$ cat src/rtl/team_select_if.sv
// Bus between the game logic and the party-selection stage: player/engine
// inputs toward the selector, party and status outputs back to the renderer/engine.
interface team_select_if;
  logic       enable;
  logic [7:0] keycode;
  logic       end_battle;
  logic       result;
  logic [8:0] team;
  logic       is_battle;
  logic [2:0] cursor;
  logic [7:0] picked_mask;
  logic [1:0] num_picked;
  logic [3:0] wins;
  logic [2:0] state_out;

  modport master (
    output enable, keycode, end_battle, result,
    input  team, is_battle, cursor, picked_mask, num_picked, wins, state_out
  );

  modport slave (
    input  enable, keycode, end_battle, result,
    output team, is_battle, cursor, picked_mask, num_picked, wins, state_out
  );
endinterface

$ cat src/rtl/team_select.sv
// Pre-battle party selection: cursor over a COLS x 2 species grid, three distinct
// picks, then a level battle request held until the engine reports completion.
module team_select #(
  parameter int         COLS      = 4,
  parameter logic [7:0] BACKSPACE = 8'h2A
) (
  input logic          Clk,
  input logic          Reset,
  team_select_if.slave bus
);

  localparam int CW = (COLS > 1) ? $clog2(COLS) : 1;

  localparam logic [7:0] KEY_W     = 8'h1A;
  localparam logic [7:0] KEY_S     = 8'h16;
  localparam logic [7:0] KEY_A     = 8'h04;
  localparam logic [7:0] KEY_D     = 8'h07;
  localparam logic [7:0] KEY_ENTER = 8'h28;

  typedef enum logic [2:0] {
    IDLE    = 3'd0,
    PICK    = 3'd1,
    CONFIRM = 3'd2,
    BATTLE  = 3'd3,
    DONE    = 3'd4
  } state_e;

  state_e          state_q, state_d;
  logic [7:0]      prev_key_q;
  logic            row_q, row_d;
  logic [CW-1:0]   col_q, col_d;
  logic [8:0]      team_q, team_d;
  logic [7:0]      mask_q, mask_d;
  logic [1:0]      num_q, num_d;
  logic [3:0]      wins_q, wins_d;

  logic            press;
  logic            clear_sel;
  logic [2:0]      cursor_id;
  logic [1:0]      last_slot;
  logic [2:0]      last_id;

  assign press     = (bus.keycode != 8'd0) && (bus.keycode != prev_key_q);
  assign cursor_id = 3'(int'(row_q) * COLS + int'(col_q));
  // Slot and species that a backspace would remove; only meaningful when num_q > 0.
  assign last_slot = num_q - 2'd1;
  assign last_id   = team_q[3*last_slot +: 3];

  always_comb begin
    state_d   = state_q;
    row_d     = row_q;
    col_d     = col_q;
    team_d    = team_q;
    mask_d    = mask_q;
    num_d     = num_q;
    wins_d    = wins_q;
    clear_sel = 1'b0;

    case (state_q)
      IDLE: begin
        if (bus.enable) begin
          state_d   = PICK;
          clear_sel = 1'b1;
        end
      end

      PICK: begin
        if (!bus.enable) begin
          state_d = IDLE;
        end else if (press) begin
          case (bus.keycode)
            KEY_W: if (row_q)  row_d = 1'b0;
            KEY_S: if (!row_q) row_d = 1'b1;
            KEY_A: if (col_q != '0) col_d = col_q - CW'(1);
            KEY_D: if (int'(col_q) < COLS - 1) col_d = col_q + CW'(1);
            KEY_ENTER: begin
              if (!mask_q[cursor_id] && (num_q != 2'd3)) begin
                team_d[3*num_q +: 3] = cursor_id;
                mask_d[cursor_id]    = 1'b1;
                num_d                = num_q + 2'd1;
                if (num_q == 2'd2) state_d = CONFIRM;
              end
            end
            BACKSPACE: begin
              if (num_q != 2'd0) begin
                team_d[3*last_slot +: 3] = 3'd0;
                mask_d[last_id]          = 1'b0;
                num_d                    = last_slot;
              end
            end
            default: ;
          endcase
        end
      end

      CONFIRM: begin
        if (!bus.enable) begin
          state_d = IDLE;
        end else if (press && (bus.keycode == KEY_ENTER)) begin
          state_d = BATTLE;
        end else if (press && (bus.keycode == BACKSPACE)) begin
          team_d[3*last_slot +: 3] = 3'd0;
          mask_d[last_id]          = 1'b0;
          num_d                    = last_slot;
          state_d                  = PICK;
        end
      end

      BATTLE: begin
        if (bus.end_battle) begin
          if (bus.result && (wins_q != 4'hF)) wins_d = wins_q + 4'd1;
          state_d = DONE;
        end
      end

      DONE: begin
        if (!bus.enable) begin
          state_d = IDLE;
        end else if (press && (bus.keycode == KEY_ENTER)) begin
          state_d   = PICK;
          clear_sel = 1'b1;
        end
      end

      default: state_d = IDLE;
    endcase

    // Entering a fresh selection starts from an empty party with the cursor home.
    if (clear_sel) begin
      team_d = 9'd0;
      mask_d = 8'd0;
      num_d  = 2'd0;
      row_d  = 1'b0;
      col_d  = '0;
    end
  end

  always_ff @(posedge Clk) begin
    if (Reset) begin
      state_q    <= IDLE;
      prev_key_q <= 8'd0;
      row_q      <= 1'b0;
      col_q      <= '0;
      team_q     <= 9'd0;
      mask_q     <= 8'd0;
      num_q      <= 2'd0;
      wins_q     <= 4'd0;
    end else begin
      state_q    <= state_d;
      prev_key_q <= bus.keycode;
      row_q      <= row_d;
      col_q      <= col_d;
      team_q     <= team_d;
      mask_q     <= mask_d;
      num_q      <= num_d;
      wins_q     <= wins_d;
    end
  end

  assign bus.team        = team_q;
  assign bus.is_battle   = (state_q == BATTLE);
  assign bus.cursor      = cursor_id;
  assign bus.picked_mask = mask_q;
  assign bus.num_picked  = num_q;
  assign bus.wins        = wins_q;
  assign bus.state_out   = state_q;

endmodule
$ cat src/flat_wrapper.sv
// flat-port wrapper written by rule: the top's interface ports become plain ports
module team_select_flat 
#(
  parameter int         COLS      = 4,
  parameter logic [7:0] BACKSPACE = 8'h2A
)
  (Clk, Reset, bus_enable, bus_keycode, bus_end_battle, bus_result, bus_team, bus_is_battle, bus_cursor, bus_picked_mask, bus_num_picked, bus_wins, bus_state_out);
  team_select_if bus_i ();
  input logic Clk;
  input logic Reset;
  input wire logic [$bits(bus_i.enable)-1:0] bus_enable;
  input wire logic [$bits(bus_i.keycode)-1:0] bus_keycode;
  input wire logic [$bits(bus_i.end_battle)-1:0] bus_end_battle;
  input wire logic [$bits(bus_i.result)-1:0] bus_result;
  output wire logic [$bits(bus_i.team)-1:0] bus_team;
  output wire logic [$bits(bus_i.is_battle)-1:0] bus_is_battle;
  output wire logic [$bits(bus_i.cursor)-1:0] bus_cursor;
  output wire logic [$bits(bus_i.picked_mask)-1:0] bus_picked_mask;
  output wire logic [$bits(bus_i.num_picked)-1:0] bus_num_picked;
  output wire logic [$bits(bus_i.wins)-1:0] bus_wins;
  output wire logic [$bits(bus_i.state_out)-1:0] bus_state_out;
  assign bus_i.enable = bus_enable;
  assign bus_i.keycode = bus_keycode;
  assign bus_i.end_battle = bus_end_battle;
  assign bus_i.result = bus_result;
  assign bus_team = bus_i.team;
  assign bus_is_battle = bus_i.is_battle;
  assign bus_cursor = bus_i.cursor;
  assign bus_picked_mask = bus_i.picked_mask;
  assign bus_num_picked = bus_i.num_picked;
  assign bus_wins = bus_i.wins;
  assign bus_state_out = bus_i.state_out;
  team_select #(.COLS(COLS), .BACKSPACE(BACKSPACE)) u_core (.Clk(Clk), .Reset(Reset), .bus(bus_i));
endmodule
$ cat config.mk
export PLATFORM = sky130hd
export DESIGN_NAME = team_select_flat
export DESIGN_NICKNAME = d
export VERILOG_FILES = /design/src/rtl/team_select_if.sv /design/src/rtl/team_select.sv /design/src/flat_wrapper.sv
export SDC_FILE = /design/constraint.sdc
export NUM_CORES = 1
export LEC_CHECK = 0
export CAP_MARGIN = 10
export CELL_PAD_IN_SITES_DETAIL_PLACEMENT = 1
export CELL_PAD_IN_SITES_GLOBAL_PLACEMENT = 1
export CORE_MARGIN = 4
export CORE_UTILIZATION = 40
export CTS_CLUSTER_SIZE = 16
export DETAILED_ROUTE_END_ITERATION = 6
export GPL_ROUTABILITY_DRIVEN = 0
export HOLD_SLACK_MARGIN = 0.1
export PLACE_DENSITY = 0.79
export SLEW_MARGIN = 20
export SYNTH_ARGS = -nofsm -noshare
export SYNTH_HDL_FRONTEND = slang
export SYNTH_SLANG_ARGS = --single-unit
$ cat constraint.sdc
create_clock -name Clk -period 3.5 [get_ports Clk]
set_input_delay 0.7 -clock Clk [delete_from_list [all_inputs] [get_ports Clk]]
set_output_delay 0.7 -clock Clk [all_outputs]
set_load 0.02 [all_outputs]
==> run metrics <==
first-pass GRT wire length=between 10000 and 15000 um; Final HPWL DP=approximately 4700 um; status=finished, final reports clean; routed len/inst=between 15 and 20 um; row cnt=26; Fin Hold WS=0.501 ns; DR pass1 iterations=6; Worst Path Buf+Inv=1; peak supply drop=between 0.0002 and 0.00025 V; I/O pins=43; ranking of synthesized cells by area=dfxtp_1, xnor2_1, mux2i_1; pin count of the biggest net entering global routing=19; proportion of layout cells with a drive suffix above 1=0.0918; initial antenna violation count=0; synthesized instance count=between 200 and 300; clock root buffer master=clkbuf_8; DRC viols=0; Slew headroom=0.539; endpoints failing hold=0; Slew Limit Fails=0; Die Y=between 80 and 90 um; Worst Hold Class=flip-flop to flip-flop; CTS tree=yes; TritonCTS buffer count=5; drt via density=between 5 and 6; leading register cell type out of synthesis=dfxtp_1; Worst Path Arrival=between 3 and 4 ns; #FFs+latches synth=37; CTS max path bufs=2; area delta synth->final=26.2%; Routed Antenna Nets=0; clock slew at reported path FFs=around 0.07 ns; RSZ-0062 raised after global routing=false; # Post-CTS Setup Buffers=0; Core Box Area=~5200 um^2; Largest delay share family, worst path=simple AND/OR/NAND/NOR gates; register area share after synthesis=0.336; worst-skew pair later-pin latency=slightly below 0.3 ns; Setup TNS=0 ns; Max-Cap Viols=0; leakage=between 0.9 and 1 nW; mapped cell area=roughly 2200 um^2; post-synth cell types=55; cell accounting for the most synthesized area=dfxtp_1; worst-margin pin slew=approximately 0.69 ns; fmax=roughly 350 MHz; Max Clock Skew=0.00328 ns; GRT Overall Usage=0.204; required time worst endpoint=~3.7 ns; 1st-iter DRT viols=100; crit path capture type=flip-flop; yosys warns=0; fin util=0.532; fillers=630; Starting Density=0.421; number of global-route vias before repair=2137; Die Area=between 6000 and 7000 um^2; slowest cell on the critical path=or4_4; FFs w/ async S/R, synth=0; crit path time final=2.88 ns; Remaining Overflow, GRT=0; nature of the critical path startpoint=input port; final setup fails=0; n_diodes=0; Worst Path Max Fanout=11; pwr dens=around 360 nW/um^2; DRT Wirelength=6260 um; fin nets=about 310; Post-Syn Nets=between 200 and 300; Final period util=0.823; Vias=2099; CTS hold repair buffers=0; htree depth=2; Avg Cell Area, Syn=~8.6 um^2; Post-synth EDFFs=0; CTS resizes=0; Critical Path Max Stage Delay=~0.60 ns; CTS Sinks=37; cell chain of the critical path=clkdlybuf4s50_1, or4_4, nor3_4, a21o_1, mux2i_1, o21ai_0, a21oi_1; Crit Path Class=input port to flip-flop; PortBufs=42; die width=~80 um; post-synth top area share=0.336
[stage by stage]
step           total power [W]  instance area [um^2]  setup WS, ns  std cells
5_1_grt                0.00104                  2780         0.406        364
6_report              0.000994                  2780         0.618        364
4_1_cts                0.00100                  2780         0.640        364
3_5_place_dp          0.000612                  2670         0.336        356
2_1_floorplan         0.000558                  2210          1.09        256
3_3_place_gp          0.000609                  2670         0.405        356
[cells in the final DEF (no fill, tap or decap), types with 3 or more instances in the layout]
| cell | count |
|---|---|
| nor4_1 | 6 |
| mux2_2 | 4 |
| ha_1 | 6 |
| mux2i_1 | 9 |
| nand4_1 | 13 |
| clkdlybuf4s50_1 | 42 |
| a21oi_1 | 17 |
| clkbuf_8 | 6 |
| nand2b_1 | 8 |
| nor4b_1 | 3 |
| xnor2_1 | 11 |
| dfxtp_1 | 37 |
| buf_4 | 6 |
| o211ai_1 | 3 |
| o221a_1 | 4 |
| inv_1 | 6 |
| nor3_1 | 4 |
| nand2_1 | 18 |
| nor2b_1 | 11 |
| nand3_1 | 6 |
| o21ai_0 | 13 |
| nor2_1 | 16 |
| a31oi_1 | 3 |
[cell usage after synthesis (2+ instances only)]
cell type / number
nor2b_1: 11
buf_6: 2
clkbuf_1: 11
dfxtp_1: 37
nor2_1: 16
mux2i_1: 9
buf_2: 4
nand2_1: 18
nor4_1: 6
a21o_1: 2
nor4b_1: 3
xor2_1: 2
or3_1: 2
xnor2_1: 11
o21ai_0: 13
o221a_1: 4
nor3_1: 4
mux2_2: 4
o221a_2: 2
o211ai_1: 3
a21oi_1: 17
inv_1: 6
nand2b_1: 8
a41o_1: 2
or4_1: 2
ha_1: 6
nand4_1: 13
o211a_1: 2
or2_2: 2
a31oi_1: 3
nand3_1: 6
a2111oi_0: 2
[worst min-delay path, stage by stage, from the launching register on]
cell,delay (ns)
dfxtp_1,0.32
o21ai_0,0.07
a21oi_1,0.06
[layout make-up]
cell class	count	area (um^2)	area share
multi-input cells	194	1350	0.484
repair buffers	48	465	0.167
clock inverters	1	30.0	0.0108
well taps	70	87.6	0.0315
flip-flops and latches	37	741	0.266
clock buffers	7	86.3	0.0310
inverters	7	26.3	0.00944
[per-layer routing]
layer / up-vias / global-route usage / part of all wire / wire length [um]
met5: - / 0 / 0 / 0
li1: 1019 / - / - / -
met1: 1017 / 0.279 / 0.48 / 3000
met2: 52 / 0.329 / 0.47 / 2930
met3: 11 / 0.0325 / 0.038 / 238
met4: 0 / 0.0581 / 0.015 / 95
[registers in the layout, indices dropped and copies added, names as in the netlist]
| signal | cells |
|---|---|
| u_core.bus.state_out | 3 |
| u_core.bus.wins | 4 |
| u_core.prev_key_q | 8 |
| u_core.col_q | 2 |
| u_core.bus.team | 9 |
| u_core.bus.num_picked | 2 |
| u_core.row_q | 1 |
| u_core.bus.picked_mask | 8 |
[cells by family after synthesis]
family	Yosys count	synth area share
buffers and inverters	25	0.0533
XOR/XNOR	13	0.0516
AND/OR/NAND/NOR	98	0.248
AO/OA/AOI/OAI	64	0.216
multiplexers	13	0.0613
adder cells (fa/ha/maj)	6	0.0340
flip-flops	37	0.336
[path summary, 6_finish.rpt]
path | from | endpoint | slack (ns) | cells past startpoint
worst min-delay path | u_core.bus.team[1] | u_core.bus.team[1] | 0.50 | 2
worst max-delay path | bus_keycode[2] | u_core.bus.team[6] | 0.62 | 7
worst max register to register | u_core.bus.num_picked[0] | u_core.bus.picked_mask[5] | 0.85 | 7
worst min register to register | u_core.bus.team[1] | u_core.bus.team[1] | 0.50 | 2
[where the power goes]
| part | internal, W | leakage, nW | switching, W |
|---|---|---|---|
| Combinational | 0.0000712 | 0.576 | 0.0000795 |
| Sequential | 0.000431 | 0.300 | 0.0000213 |
| Clock | 0.000232 | 0.0585 | 0.000159 |
| Total | 0.000735 | 0.935 | 0.000260 |
No activity file was read; power rests on OpenSTA's default activity.
